--- src/rtl/ram_bist_if.sv ---
// RAM port bundle between the BIST initiator (master)
// and the synchronous RAM (slave).
interface ram_bist_if #(
  parameter int ADDR_W = 3,
  parameter int DATA_W = 8
);
  logic [ADDR_W-1:0] address;
  logic [DATA_W-1:0] data_in;
  logic              write;
  logic              select;
  logic [DATA_W-1:0] data_out;

  modport master (
    output address,
    output data_in,
    output write,
    output select,
    input  data_out
  );

  modport slave (
    input  address,
    input  data_in,
    input  write,
    input  select,
    output data_out
  );
endinterface

--- src/rtl/ram_bist.sv ---
// Two-pass write/read-compare march BIST for a small
// synchronous RAM; reports pass, error count, first fail.
module ram_bist #(
  parameter int ADDR_W = 3,
  parameter int DATA_W = 8,
  parameter int CNT_W  = 5
) (
  input  logic              clock,
  input  logic              reset_n,
  input  logic              start,
  input  logic [DATA_W-1:0] seed,
  ram_bist_if.master        ram,
  output logic              busy,
  output logic              done,
  output logic              pass,
  output logic [CNT_W-1:0]  err_count,
  output logic [ADDR_W-1:0] first_fail_addr
);

  typedef enum logic [2:0] {
    S_IDLE,
    S_W0,
    S_R0,
    S_D0,
    S_W1,
    S_R1,
    S_D1,
    S_FIN
  } state_t;

  localparam logic [ADDR_W-1:0] LAST = '1;

  state_t            r_state;
  state_t            w_next;
  logic [ADDR_W-1:0] r_addr;
  logic [ADDR_W-1:0] w_addr_nxt;
  logic [ADDR_W-1:0] w_addr_inc;
  logic [DATA_W-1:0] r_seed;
  logic [DATA_W-1:0] r_exp;
  logic [ADDR_W-1:0] r_cmp_addr;
  logic              r_cmp_en;
  logic [CNT_W-1:0]  r_err;
  logic [ADDR_W-1:0] r_ffa;
  logic              r_pass;
  logic [DATA_W-1:0] w_p0;
  logic [DATA_W-1:0] w_p1;
  logic [DATA_W-1:0] w_din;
  logic [DATA_W-1:0] w_rd_exp;
  logic              w_sel;
  logic              w_wr;
  logic              w_rd;
  logic              w_done;
  logic              w_go;
  logic              w_mis;

  assign w_p0       = r_seed ^ DATA_W'(r_addr);
  assign w_p1       = ~w_p0;
  assign w_addr_inc = r_addr + ADDR_W'(1);
  assign w_rd_exp   = (r_state == S_R1) ? w_p1 : w_p0;
  assign w_go       = (r_state == S_IDLE) && start;
  assign w_mis      = r_cmp_en && (ram.data_out != r_exp);

  always_comb begin
    w_next     = r_state;
    w_addr_nxt = r_addr;
    w_sel      = 1'b0;
    w_wr       = 1'b0;
    w_rd       = 1'b0;
    w_din      = '0;
    w_done     = 1'b0;
    unique case (r_state)
      S_IDLE: begin
        if (start) begin
          w_next     = S_W0;
          w_addr_nxt = '0;
        end
      end
      S_W0, S_W1: begin
        w_sel      = 1'b1;
        w_wr       = 1'b1;
        w_din      = (r_state == S_W1) ? w_p1 : w_p0;
        w_addr_nxt = w_addr_inc;
        if (r_addr == LAST)
          w_next = (r_state == S_W1) ? S_R1 : S_R0;
      end
      S_R0, S_R1: begin
        w_sel      = 1'b1;
        w_rd       = 1'b1;
        w_addr_nxt = w_addr_inc;
        if (r_addr == LAST)
          w_next = (r_state == S_R1) ? S_D1 : S_D0;
      end
      S_D0: begin
        w_next     = S_W1;
        w_addr_nxt = '0;
      end
      S_D1: begin
        w_next     = S_FIN;
        w_addr_nxt = '0;
      end
      S_FIN: begin
        w_done = 1'b1;
        w_next = S_IDLE;
      end
      default: w_next = S_IDLE;
    endcase
  end

  always_ff @(posedge clock or negedge reset_n) begin
    if (!reset_n) begin
      r_state <= S_IDLE;
      r_addr  <= '0;
    end else begin
      r_state <= w_next;
      r_addr  <= w_addr_nxt;
    end
  end

  // Expected data travels with each read so the compare
  // lines up with the RAM's one-cycle read latency.
  always_ff @(posedge clock or negedge reset_n) begin
    if (!reset_n) begin
      r_cmp_en   <= 1'b0;
      r_exp      <= '0;
      r_cmp_addr <= '0;
    end else begin
      r_cmp_en <= w_rd;
      if (w_rd) begin
        r_exp      <= w_rd_exp;
        r_cmp_addr <= r_addr;
      end
    end
  end

  always_ff @(posedge clock or negedge reset_n) begin
    if (!reset_n) begin
      r_seed <= '0;
      r_err  <= '0;
      r_ffa  <= '0;
      r_pass <= 1'b0;
    end else begin
      if (w_go) begin
        r_seed <= seed;
        r_err  <= '0;
        r_ffa  <= '0;
        r_pass <= 1'b0;
      end else if (w_mis) begin
        if (r_err != '1)
          r_err <= r_err + CNT_W'(1);
        if (r_err == '0)
          r_ffa <= r_cmp_addr;
      end
      if (w_done)
        r_pass <= (r_err == '0);
    end
  end

  assign ram.address     = r_addr;
  assign ram.data_in     = w_din;
  assign ram.write       = w_wr;
  assign ram.select      = w_sel;
  assign busy            = (r_state != S_IDLE);
  assign done            = w_done;
  assign pass            = r_pass;
  assign err_count       = r_err;
  assign first_fail_addr = r_ffa;

endmodule

--- src/flat_wrapper.sv ---
// flat-port wrapper written by rule: the top's interface ports become plain ports
module ram_bist_flat 
#(
  parameter int ADDR_W = 3,
  parameter int DATA_W = 8,
  parameter int CNT_W  = 5
)
  (clock, reset_n, start, seed, busy, done, pass, err_count, first_fail_addr, ram_address, ram_data_in, ram_write, ram_select, ram_data_out);
  ram_bist_if #(.ADDR_W(ADDR_W), .DATA_W(DATA_W)) ram_i ();
  input  logic clock;
  input  logic reset_n;
  input  logic start;
  input  logic [DATA_W-1:0] seed;
  output logic busy;
  output logic done;
  output logic pass;
  output logic [CNT_W-1:0] err_count;
  output logic [ADDR_W-1:0] first_fail_addr;
  output wire logic [$bits(ram_i.address)-1:0] ram_address;
  output wire logic [$bits(ram_i.data_in)-1:0] ram_data_in;
  output wire logic [$bits(ram_i.write)-1:0] ram_write;
  output wire logic [$bits(ram_i.select)-1:0] ram_select;
  input wire logic [$bits(ram_i.data_out)-1:0] ram_data_out;
  assign ram_address = ram_i.address;
  assign ram_data_in = ram_i.data_in;
  assign ram_write = ram_i.write;
  assign ram_select = ram_i.select;
  assign ram_i.data_out = ram_data_out;
  ram_bist #(.ADDR_W(ADDR_W), .DATA_W(DATA_W), .CNT_W(CNT_W)) u_core (.clock(clock), .reset_n(reset_n), .start(start), .seed(seed), .ram(ram_i), .busy(busy), .done(done), .pass(pass), .err_count(err_count), .first_fail_addr(first_fail_addr));
endmodule
--- config.mk ---
export PLATFORM = sky130hd
export DESIGN_NAME = ram_bist_flat
export DESIGN_NICKNAME = d
export VERILOG_FILES = /design/src/rtl/ram_bist_if.sv /design/src/rtl/ram_bist.sv /design/src/flat_wrapper.sv
export SDC_FILE = /design/constraint.sdc
export NUM_CORES = 1
export LEC_CHECK = 0
export CAP_MARGIN = 20
export CORE_MARGIN = 4
export CORE_UTILIZATION = 52
export CTS_CLUSTER_SIZE = 14
export DETAILED_ROUTE_END_ITERATION = 8
export GPL_ROUTABILITY_DRIVEN = 1
export GPL_TIMING_DRIVEN = 0
export MAX_ROUTING_LAYER = met4
export PLACE_DENSITY_LB_ADDON = 0.12
export SYNTH_ARGS = -nofsm -noshare
export SYNTH_HDL_FRONTEND = slang
export SYNTH_SLANG_ARGS = --single-unit
--- constraint.sdc ---
create_clock -name clock -period 1.76 [get_ports clock]
set_input_delay 0.176 -clock clock [delete_from_list [all_inputs] [get_ports clock]]
set_output_delay 0.176 -clock clock [all_outputs]
set_load 0.005 [all_outputs]
[Word-level counts from Yosys, hierarchy flattened]
Index checks and enable logic that the tools add are counted.
Storage, ports and cells
  logic and storage cells: 67
  input bits: 19
  flip-flop bits (word level): 35
Cells by class
  add/sub/neg operators: 2
  muxes and demuxes: 23
  bitwise logic cells: 2
  equal/unequal tests: 13
  reductions and logical operators: 18
Operators with widths (count)
  $mux 3: 9
  $mux 8: 3
  $pmux 3 s6: 1
  $eq 3x3->1 const B: 5
  $mux 5: 3
  $pmux 3 s3: 1
  $ne 8x8->1: 1
  $not 8->8: 1
  $reduce_bool 2->1: 4
  $xor 8x3->8: 1
  $eq 3x2->1 const B: 2
  $mux 1: 6
  $reduce_and 2->1: 3
  $reduce_bool 3->1: 2
  $reduce_or 2->1: 3
  $add 5x1->5 const B: 1
  $logic_not 5->1: 1
  $ne 5x5->1 const B: 1
  $ne 2x1->1 const B: 2
  $reduce_or 4->1: 1
  $add 3x1->3 const B: 1
  $eq 3x1->1 const B: 1
  $logic_not 3->1: 1
  $reduce_and 3->1: 1
  other kinds (2): 3

[Logic depth before layout (Yosys ltp)]
Gate-level depths: netlist (run 1).
  word-level depth: 4
  mapped depth: 7
  depth with buffers taken out: 6

[Worst setup path before layout (run 1)]
Ideal clock, no wire load.
  path type: register to register
  start: reg u_core.r_err[0], in the netlist u_core.err_count[0]
  end: reg u_core.r_err[2], in the netlist u_core.err_count[2]
  stages on the path, launching flop included: 7
  data arrival time: 1.548 ns
  setup slack: 0.133 ns
  path buffers: 0
  library setup time: 0.079 ns
  cells stage by stage: dfrtp_1 ha_1 and3_1 ha_1 nand2b_1 a211oi_1 mux2i_1
On the way
  cells in the longest elaborated chain, start to end: 4
  elaborated cells between the ends (all ways): 7
Ends and longest elaborated chain
  start, declared: line ram_bist.sv:42  | logic [CNT_W-1:0] r_err;
  start signal, assigned: line ram_bist.sv:149  | r_err <= r_err + CNT_W'(1);
  $add 5x1->5: line ram_bist.sv:149
  $mux 5: line ram_bist.sv:148  | if (r_err != '1)
  $mux 5: line ram_bist.sv:147  | end else if (w_mis) begin
  $mux 5: line ram_bist.sv:142  | if (w_go) begin
Several ways; a longest one is shown, not always the timed one. The select of a mux whose other input is x is not followed.
A chain may end at the register's enable or synchronous reset.

[Worst setup path after layout (run 1)]
  start: reg u_core.r_state[0]
  end: out ram_data_in[4]
On the way
  cells in the longest elaborated chain, start to end: 3
  elaborated cells between the ends (all ways): 5
Ends and longest elaborated chain
  start, declared: line ram_bist.sv:33  | state_t r_state;
  start signal, assigned: line ram_bist.sv:114  | r_state <= w_next;
  $eq 3x3->1 / $eq 3x1->1 (equally long branches): line ram_bist.sv:71, ram_bist.sv:81
  $mux 8 / $reduce_or 2->1 (equally long branches): line ram_bist.sv:81, ram_bist.sv:71
  $mux 8 (*): line ram_bist.sv:71  | unique case (r_state)
  end, declared: line flat_wrapper.sv:20  | output wire logic [$bits(ram_i.data_in)-1:0] ram_data_in;
Mark *: on every way between the ends. The rest lies on a longest branch, timed or not.

==> impl_metrics.py, run 1 <==
metrics = {
    "status": {
        "outcome": "completed",
    },
    "placement": {
        "placed_area_mm2": 0.00272,
        "hpwl_um": 3980,
        "placement.io_buffers": 42,
        "place_congestion": 0.832,
    },
    "yosys": {
        "asr_flop_ratio_synth_pct": 100,
        "synthesis.yosys.warnings": 0,
        "netlist_instances": 257,
        "synth.top_cells.by_count": "sky130_fd_sc_hd__dfrtp_1, sky130_fd_sc_hd__nand2_1, sky130_fd_sc_hd__nor2_1",
        "syn-mean-instance-area_um2": 8.72,
        "post-synth-top-count-cell": "sky130_fd_sc_hd__dfrtp_1",
        "post_synth_edffs": 0,
        "syn-num-nets": 281,
        "synth_flop_cell": "sky130_fd_sc_hd__dfrtp_1",
        "synth-seq-area-share_pct": 39.1,
        "synth.ff_latch_count": 35,
        "yosysTopAreaCell": "sky130_fd_sc_hd__dfrtp_1",
        "leading_cell_types_by_total_area_after_synthesis": "sky130_fd_sc_hd__dfrtp_1, sky130_fd_sc_hd__mux2_2, sky130_fd_sc_hd__nand2_1, sky130_fd_sc_hd__nor2_1, sky130_fd_sc_hd__mux2i_1",
        "synth.distinct_cells": 36,
        "netlist.area_leader.share_pct": 39.1,
        "post_synth_instance_area_mm2": 0.00224,
    },
    "worst_setup_path": {
        "cp_max_fo": 10,
        "worstReg2RegEnd": "u_core.err_count[3]$_DFFE_PN0P_",
        "worst-endpoint-arrival_ps": 1510,
        "critical_path.startpoint": "u_core.r_state[0]$_DFFE_PN0P_",
        "startpoint_type": "register",
        "crit_required_ps": 1580,
        "cp-end-kind": "output port",
        "setup.reg_to_reg.worst_slack_ps": 80,
        "worst_r2r_startpoint": "u_core.err_count[1]$_DFFE_PN0P_",
        "setup.worst_path.class": "register to output port",
        "worst_setup_path_endpoint": "ram_data_in[4]",
        "r2r.worst_path.cells": 6,
    },
    "die": {
        "initial_utilization_pct": 54.8,
        "io_pins": 43,
        "core_area_mm2": 0.00409,
        "chipHeight_um": 73.6,
        "chipWidth_um": 73.6,
        "die_area_mm2": 0.00542,
        "std_cell_rows": 23,
    },
    "cells_and_area": {
        "final_layout_size_suffix_gt1_share_pct": 26.6,
        "area_delta_synth_final_pct": 39.5,
        "multi_input_comb_area_mm2": 0.00134,
        "area.sequential_um2": 880,
        "num_antenna_cells": 0,
        "design.final.nets": 342,
        "layout.filler_cells": 299,
        "design_area_mm2": 0.00313,
    },
    "hold_path": {
        "timing.hold.worst.start": "seed[1]",
        "worst_hold_path_type": "input pin to register",
    },
    "cts": {
        "clk_latency_ps": 290,
        "htree_levels": 2,
        "tritoncts_clock_tree": "yes",
        "cts_buffer_depth": 2,
        "cts-buffers-inserted": 5,
        "cts-root-buf": "sky130_fd_sc_hd__clkbuf_8",
        "clock_sink_count": 35,
        "clk_transition_reported_paths_ps": 80,
    },
    "sta": {
        "max_freq_ghz": 0.593,
        "slew_headroom_pct": 45.3,
        "fin_worst_hold_slack_ps": 493,
        "timing.setup.tns_ps": 0,
        "layout_worst_path_cycle_share_pct": 95.8,
        "post-route-min-period_ps": 1690,
        "maxSlewViolCount": 0,
        "timing_hold_violations_final": 0,
        "final-setup-viol-count": 0,
        "worst-slew-pin-transition_ps": 820,
        "final.setup_skew_ps": 6.82,
    },
    "global_route": {
        "vias_in_the_first_global_route": 2070,
        "number_of_antenna_violations_at_the_first_check_in_global_routing": 0,
        "grtUsageTotal_pct": 25.5,
        "global_route.overflow_total": 0,
        "grt_max_degree": 36,
        "grt_pass1_wl_um": 10200,
    },
    "power_and_ir_drop": {
        "final_total_pwr_w": 0.00634,
        "power_leakage_nw": 1.34,
        "vdd_ir_drop_max_uv": 1200,
        "power.density_mw_per_mm2": 2030,
    },
    "route": {
        "avgRoutedWirePerCell_um": 17.9,
        "detail_route.vias_per_cell": 5.96,
        "drt_iter0_markers": 140,
        "route.antenna.remaining_nets": 0,
        "drt-pass1-iter-count": 5,
        "total_vias_in_the_final_route": 2199,
        "drt-total-wl_um": 6600,
        "detail_route.drc_violations": 0,
    },
    "run": {
        "drv_cap": 0,
    },
}
[placed cells by master (no fill, tap or decap), types with 2 or more instances in the layout]
cell	count
sky130_fd_sc_hd__xnor2_2	3
sky130_fd_sc_hd__mux2i_1	9
sky130_fd_sc_hd__a22oi_2	3
sky130_fd_sc_hd__nor4_1	2
sky130_fd_sc_hd__nor2_1	27
sky130_fd_sc_hd__a211oi_2	2
sky130_fd_sc_hd__o21ai_0	16
sky130_fd_sc_hd__nor4_2	2
sky130_fd_sc_hd__nand3_1	4
sky130_fd_sc_hd__buf_4	13
sky130_fd_sc_hd__dfrtp_1	32
sky130_fd_sc_hd__nor2_2	3
sky130_fd_sc_hd__o22ai_1	3
sky130_fd_sc_hd__nor3b_1	3
sky130_fd_sc_hd__buf_8	5
sky130_fd_sc_hd__a21oi_2	2
sky130_fd_sc_hd__dlygate4sd2_1	2
sky130_fd_sc_hd__nand2b_1	4
sky130_fd_sc_hd__a211oi_1	5
sky130_fd_sc_hd__mux2_2	12
sky130_fd_sc_hd__bufinv_16	2
sky130_fd_sc_hd__xnor2_1	2
sky130_fd_sc_hd__nand2_1	33
sky130_fd_sc_hd__xor2_1	8
sky130_fd_sc_hd__o311a_1	3
sky130_fd_sc_hd__buf_6	5
sky130_fd_sc_hd__clkbuf_2	8
sky130_fd_sc_hd__ha_1	5
sky130_fd_sc_hd__clkdlybuf4s50_1	29
sky130_fd_sc_hd__buf_2	4
sky130_fd_sc_hd__a21oi_1	10
sky130_fd_sc_hd__nor3_1	12
sky130_fd_sc_hd__dfrtp_2	3
sky130_fd_sc_hd__a22oi_1	3
sky130_fd_sc_hd__nor2b_1	4
sky130_fd_sc_hd__a221o_1	2
sky130_fd_sc_hd__clkbuf_8	6
sky130_fd_sc_hd__inv_1	10
[critical path, stage by stage (launching register included)]
cell and delay, ps:
sky130_fd_sc_hd__dfrtp_1 380, sky130_fd_sc_hd__buf_6 140, sky130_fd_sc_hd__buf_8 130, sky130_fd_sc_hd__buf_8 140, sky130_fd_sc_hd__nor2_1 90, sky130_fd_sc_hd__a21oi_1 70, sky130_fd_sc_hd__nor2_1 120, sky130_fd_sc_hd__clkbuf_2 150
[layer usage]
metal  GRT usage [%]  routed length [µm]
met4            4.83                  84
met1            33.7                2770
met2            40.6                3290
met3            5.61                 459
met5               -                   0
[stage by stage]
stage | std cells | worst slack [ps] | utilization [%]
2_1_floorplan | 257 | 133 | -
3_3_place_gp | 349 | -325 | 66.7
3_5_place_dp | 349 | -224 | 66.5
4_1_cts | 363 | 1.63 | 74.1
5_1_grt | 369 | -15.9 | 76.5
6_report | 369 | 73.7 | 76.5
[worst min-delay path by stage]
stage / end / depth (start not counted) / slack, ps
floorplan: u_core.err_count[0]$_DFFE_PN0P_ / 0 / -120
global placement: u_core.r_cmp_addr[0]$_DFFE_PN0N_ / 1 / 490
detailed placement: u_core.r_seed[6]$_DFFE_PN0P_ / 1 / 310
CTS: u_core.r_seed[6]$_DFFE_PN0P_ / 2 / 490
global route: u_core.r_seed[1]$_DFFE_PN0P_ / 2 / 500
finish: u_core.r_seed[1]$_DFFE_PN0P_ / 2 / 490
[layout make-up]
class	count	area share, %
plain buffers	17	5.72
clock buffers	5	2.20
clock inverters	3	2.16
inverters	11	1.32
multi-input cells	193	42.9
flip-flops and latches	35	28.1
well taps	50	2.00
repair buffers	55	15.6
[where the power goes]
group	total, W	internal [W]	switching [W]
clock	0.000885	0.000565	0.000319
sequential	0.00163	0.00118	0.000446
combinational	0.00383	0.00195	0.00188
total	0.00634	0.00369	0.00265
[flip-flops by register name, summed over array words and instances (netlist names)]
signal	cells
u_core.ram.address	3
u_core.r_state	3
u_core.r_exp	8
u_core.first_fail_addr	3
u_core.r_cmp_en	1
u_core.r_seed	8
u_core.err_count	5
u_core.r_cmp_addr	3
u_core.pass	1
[timing repair]
item,in CTS,in global routing
hold buffers,1,0
gates resized for setup,50,30
hold endpoints to repair,34,0
setup buffers,6,6
pin swaps,0,8
endpoints found under the setup margin,12,18
[cells by family (layout without fill, tap and decap cells)]
logic type	after synthesis	in the layout	share of synthesized area (%)
and+or+nand+nor	102	102	21.9
muxes	21	21	10.1
DFF	35	35	39.1
buffers and inverters	29	91	6.09
adders and majority gates	5	5	2.79
xor gates and xnor gates	14	14	5.47
AOI/OAI and AO/OA	51	51	14.6
Note: power is estimated with default switching activity, not from simulation.
==> run 2: changes to the inputs <==
--- a/config.mk
+++ b/config.mk
@@ -5,7 +5,7 @@
 export SDC_FILE = /design/constraint.sdc
 export NUM_CORES = 1
 export LEC_CHECK = 0
-export CAP_MARGIN = 20
+export CAP_MARGIN = 0
 export CORE_MARGIN = 4
 export CORE_UTILIZATION = 52
 export CTS_CLUSTER_SIZE = 14
@@ -13,7 +13,8 @@
 export GPL_ROUTABILITY_DRIVEN = 1
 export GPL_TIMING_DRIVEN = 0
 export MAX_ROUTING_LAYER = met4
-export PLACE_DENSITY_LB_ADDON = 0.12
+export PLACE_DENSITY_LB_ADDON = 0.25
+export SKIP_LAST_GASP = 1
 export SYNTH_ARGS = -nofsm -noshare
 export SYNTH_HDL_FRONTEND = slang
 export SYNTH_SLANG_ARGS = --single-unit
==> impl_metrics.py, run 2 (synthesis gave the netlist of run 1 again) <==
metrics = {
    "cells_and_area": {
        "final_layout_size_suffix_gt1_share_pct": 26.1,
        "num_antenna_cells": 0,
        "area_delta_synth_final_pct": 37.1,
        "design.final.nets": 341,
        "layout_commonest_cell": "sky130_fd_sc_hd__dfrtp_1",
        "stdcell_count": 368,
        "most-common-layout-cells": "sky130_fd_sc_hd__dfrtp_1, sky130_fd_sc_hd__nand2_1, sky130_fd_sc_hd__clkdlybuf4s50_1, sky130_fd_sc_hd__nor2_1, sky130_fd_sc_hd__o21ai_0",
        "design_area_mm2": 0.00307,
    },
    "placement": {
        "placed_area_mm2": 0.00272,
        "place_ws_ps": -231,
        "place.detailed.instances": 349,
        "place_congestion": 0.818,
        "hpwl_um": 3990,
        "placement.io_buffers": 42,
    },
    "sta": {
        "layout_worst_path_cycle_share_pct": 101,
        "post-route-min-period_ps": 1770,
        "slew_headroom_pct": 47.9,
        "final-setup-viol-count": 1,
        "worst-slew-pin-transition_ps": 782,
        "final.setup_skew_ps": 11.0,
        "postLayoutSetupSlackWorst_ps": -12.9,
        "timing_hold_violations_final": 0,
        "grt_setup_unrepaired": "true",
        "maxSlewViolCount": 0,
        "max_freq_ghz": 0.564,
        "fin_worst_hold_slack_ps": 490,
    },
    "cts": {
        "cts-buffers-inserted": 5,
        "htree_levels": 2,
        "tritoncts_clock_tree": "yes",
        "cts-root-buf": "sky130_fd_sc_hd__clkbuf_8",
        "clk_latency_ps": 290,
        "cts_buffer_depth": 2,
        "clock_sink_count": 35,
        "clk_transition_reported_paths_ps": 80,
    },
    "route": {
        "drt_iter0_markers": 232,
        "drt-total-wl_um": 6010,
        "avgRoutedWirePerCell_um": 16.3,
        "total_vias_in_the_final_route": 2156,
        "detail_route.drc_violations": 0,
        "detail_route.vias_per_cell": 5.86,
        "drt-pass1-iter-count": 4,
        "route.antenna.remaining_nets": 0,
    },
    "worst_setup_path": {
        "crit_required_ps": 1580,
        "cp-end-kind": "output port",
        "setup.reg_to_reg.worst_slack_ps": 60,
        "setup.worst_path.class": "register to output port",
        "cp_max_fo": 10,
        "worst-endpoint-arrival_ps": 1600,
        "startpoint_type": "register",
    },
    "global_route": {
        "global_route.overflow_total": 0,
        "grtUsageTotal_pct": 24.5,
        "grt_max_degree": 36,
        "grt_pass1_wl_um": 9920,
        "number_of_antenna_violations_at_the_first_check_in_global_routing": 0,
        "vias_in_the_first_global_route": 2064,
    },
    "status": {
        "failed_checks": "negative setup slack",
        "outcome": "complete, but fails checks",
    },
    "die": {
        "core_area_mm2": 0.00409,
        "initial_utilization_pct": 54.8,
        "std_cell_rows": 23,
        "io_pins": 43,
        "chipWidth_um": 73.6,
        "chipHeight_um": 73.6,
        "die_area_mm2": 0.00542,
    },
    "power_and_ir_drop": {
        "power.density_mw_per_mm2": 1930,
        "power_leakage_nw": 1.33,
        "vdd_ir_drop_max_uv": 1170,
        "final_total_pwr_w": 0.00594,
    },
    "hold_path": {
        "worst_hold_path_type": "input pin to async pin",
    },
    "run": {
        "drv_cap": 0,
    },
}
[run 2: final timing paths]
kind | startpoint | endpoint | depth (start not counted)
worst max-delay path | u_core.r_state[0]$_DFFE_PN0P_ | ram_data_in[7] | 8
worst min-delay path | reset_n | u_core.r_exp[1]$_DFFE_PN0N_ | 2
worst max register to register | u_core.r_state[2]$_DFFE_PN0P_ | u_core.r_seed[4]$_DFFE_PN0P_ | 6
worst min register to register | u_core.r_cmp_addr[2]$_DFFE_PN0N_ | u_core.r_cmp_addr[2]$_DFFE_PN0N_ | 1
max in group asynchronous | reset_n | u_core.ram.address[2]$_DFFE_PN0P_ | 2
min in group clock | seed[5] | u_core.r_seed[5]$_DFFE_PN0P_ | 2
[run 2: per-stage QoR]
step	util, %	setup TNS [ps]
finish	75.2	-12.9
global route	75.2	-91.3
floorplan	-	0
global placement	66.7	-12970
detailed placement	66.5	-1400
CTS	72.9	-247
[run 2: power by group]
group	total [W]	leakage (nW)	switching [W]	internal, W
Clock	0.000574	0.0412	0.000298	0.000276
Sequential	0.00162	0.416	0.000443	0.00118
Combinational	0.00374	0.874	0.00181	0.00193
Total	0.00594	1.33	0.00255	0.00339
[run 2: worst max-delay path: stages (launching register included)]
cell	delay, ps
sky130_fd_sc_hd__dfrtp_1	370
sky130_fd_sc_hd__buf_6	130
sky130_fd_sc_hd__buf_8	140
sky130_fd_sc_hd__buf_8	140
sky130_fd_sc_hd__nand2_1	50
sky130_fd_sc_hd__nor2_1	50
sky130_fd_sc_hd__a21oi_2	130
sky130_fd_sc_hd__nor2_1	50
sky130_fd_sc_hd__dlygate4sd2_1	260
[run 2: cell type report]
class | count | area (µm²)
multi-input cells | 193 | 1350
fillers | 301 | 1010
flip-flops and latches | 35 | 878
repair buffers | 55 | 498
plain buffers | 16 | 156
clock buffers | 6 | 72.6
well taps | 50 | 62.6
inverters | 11 | 41.3
clock inverters | 2 | 12.5
[run 2: metal layers]
metal	wire, µm	vias up	global-route usage (%)
li1	-	1013	-
met1	2580	1030	32.1
met2	2860	92	36.1
met3	417	21	5.47
met4	153	0	11.1
met5	0	-	-
[run 2: what timing repair did]
| item | CTS | global route |
|---|---|---|
| buffers inserted | 6 | 6 |
| resized for setup | 54 | 24 |
| setup endpoints to repair | 11 | 19 |
| hold buffers | 1 | 0 |
| cloned | 0 | 0 |
| hold endpoints to repair | 21 | 0 |
| pin swaps | 1 | 10 |
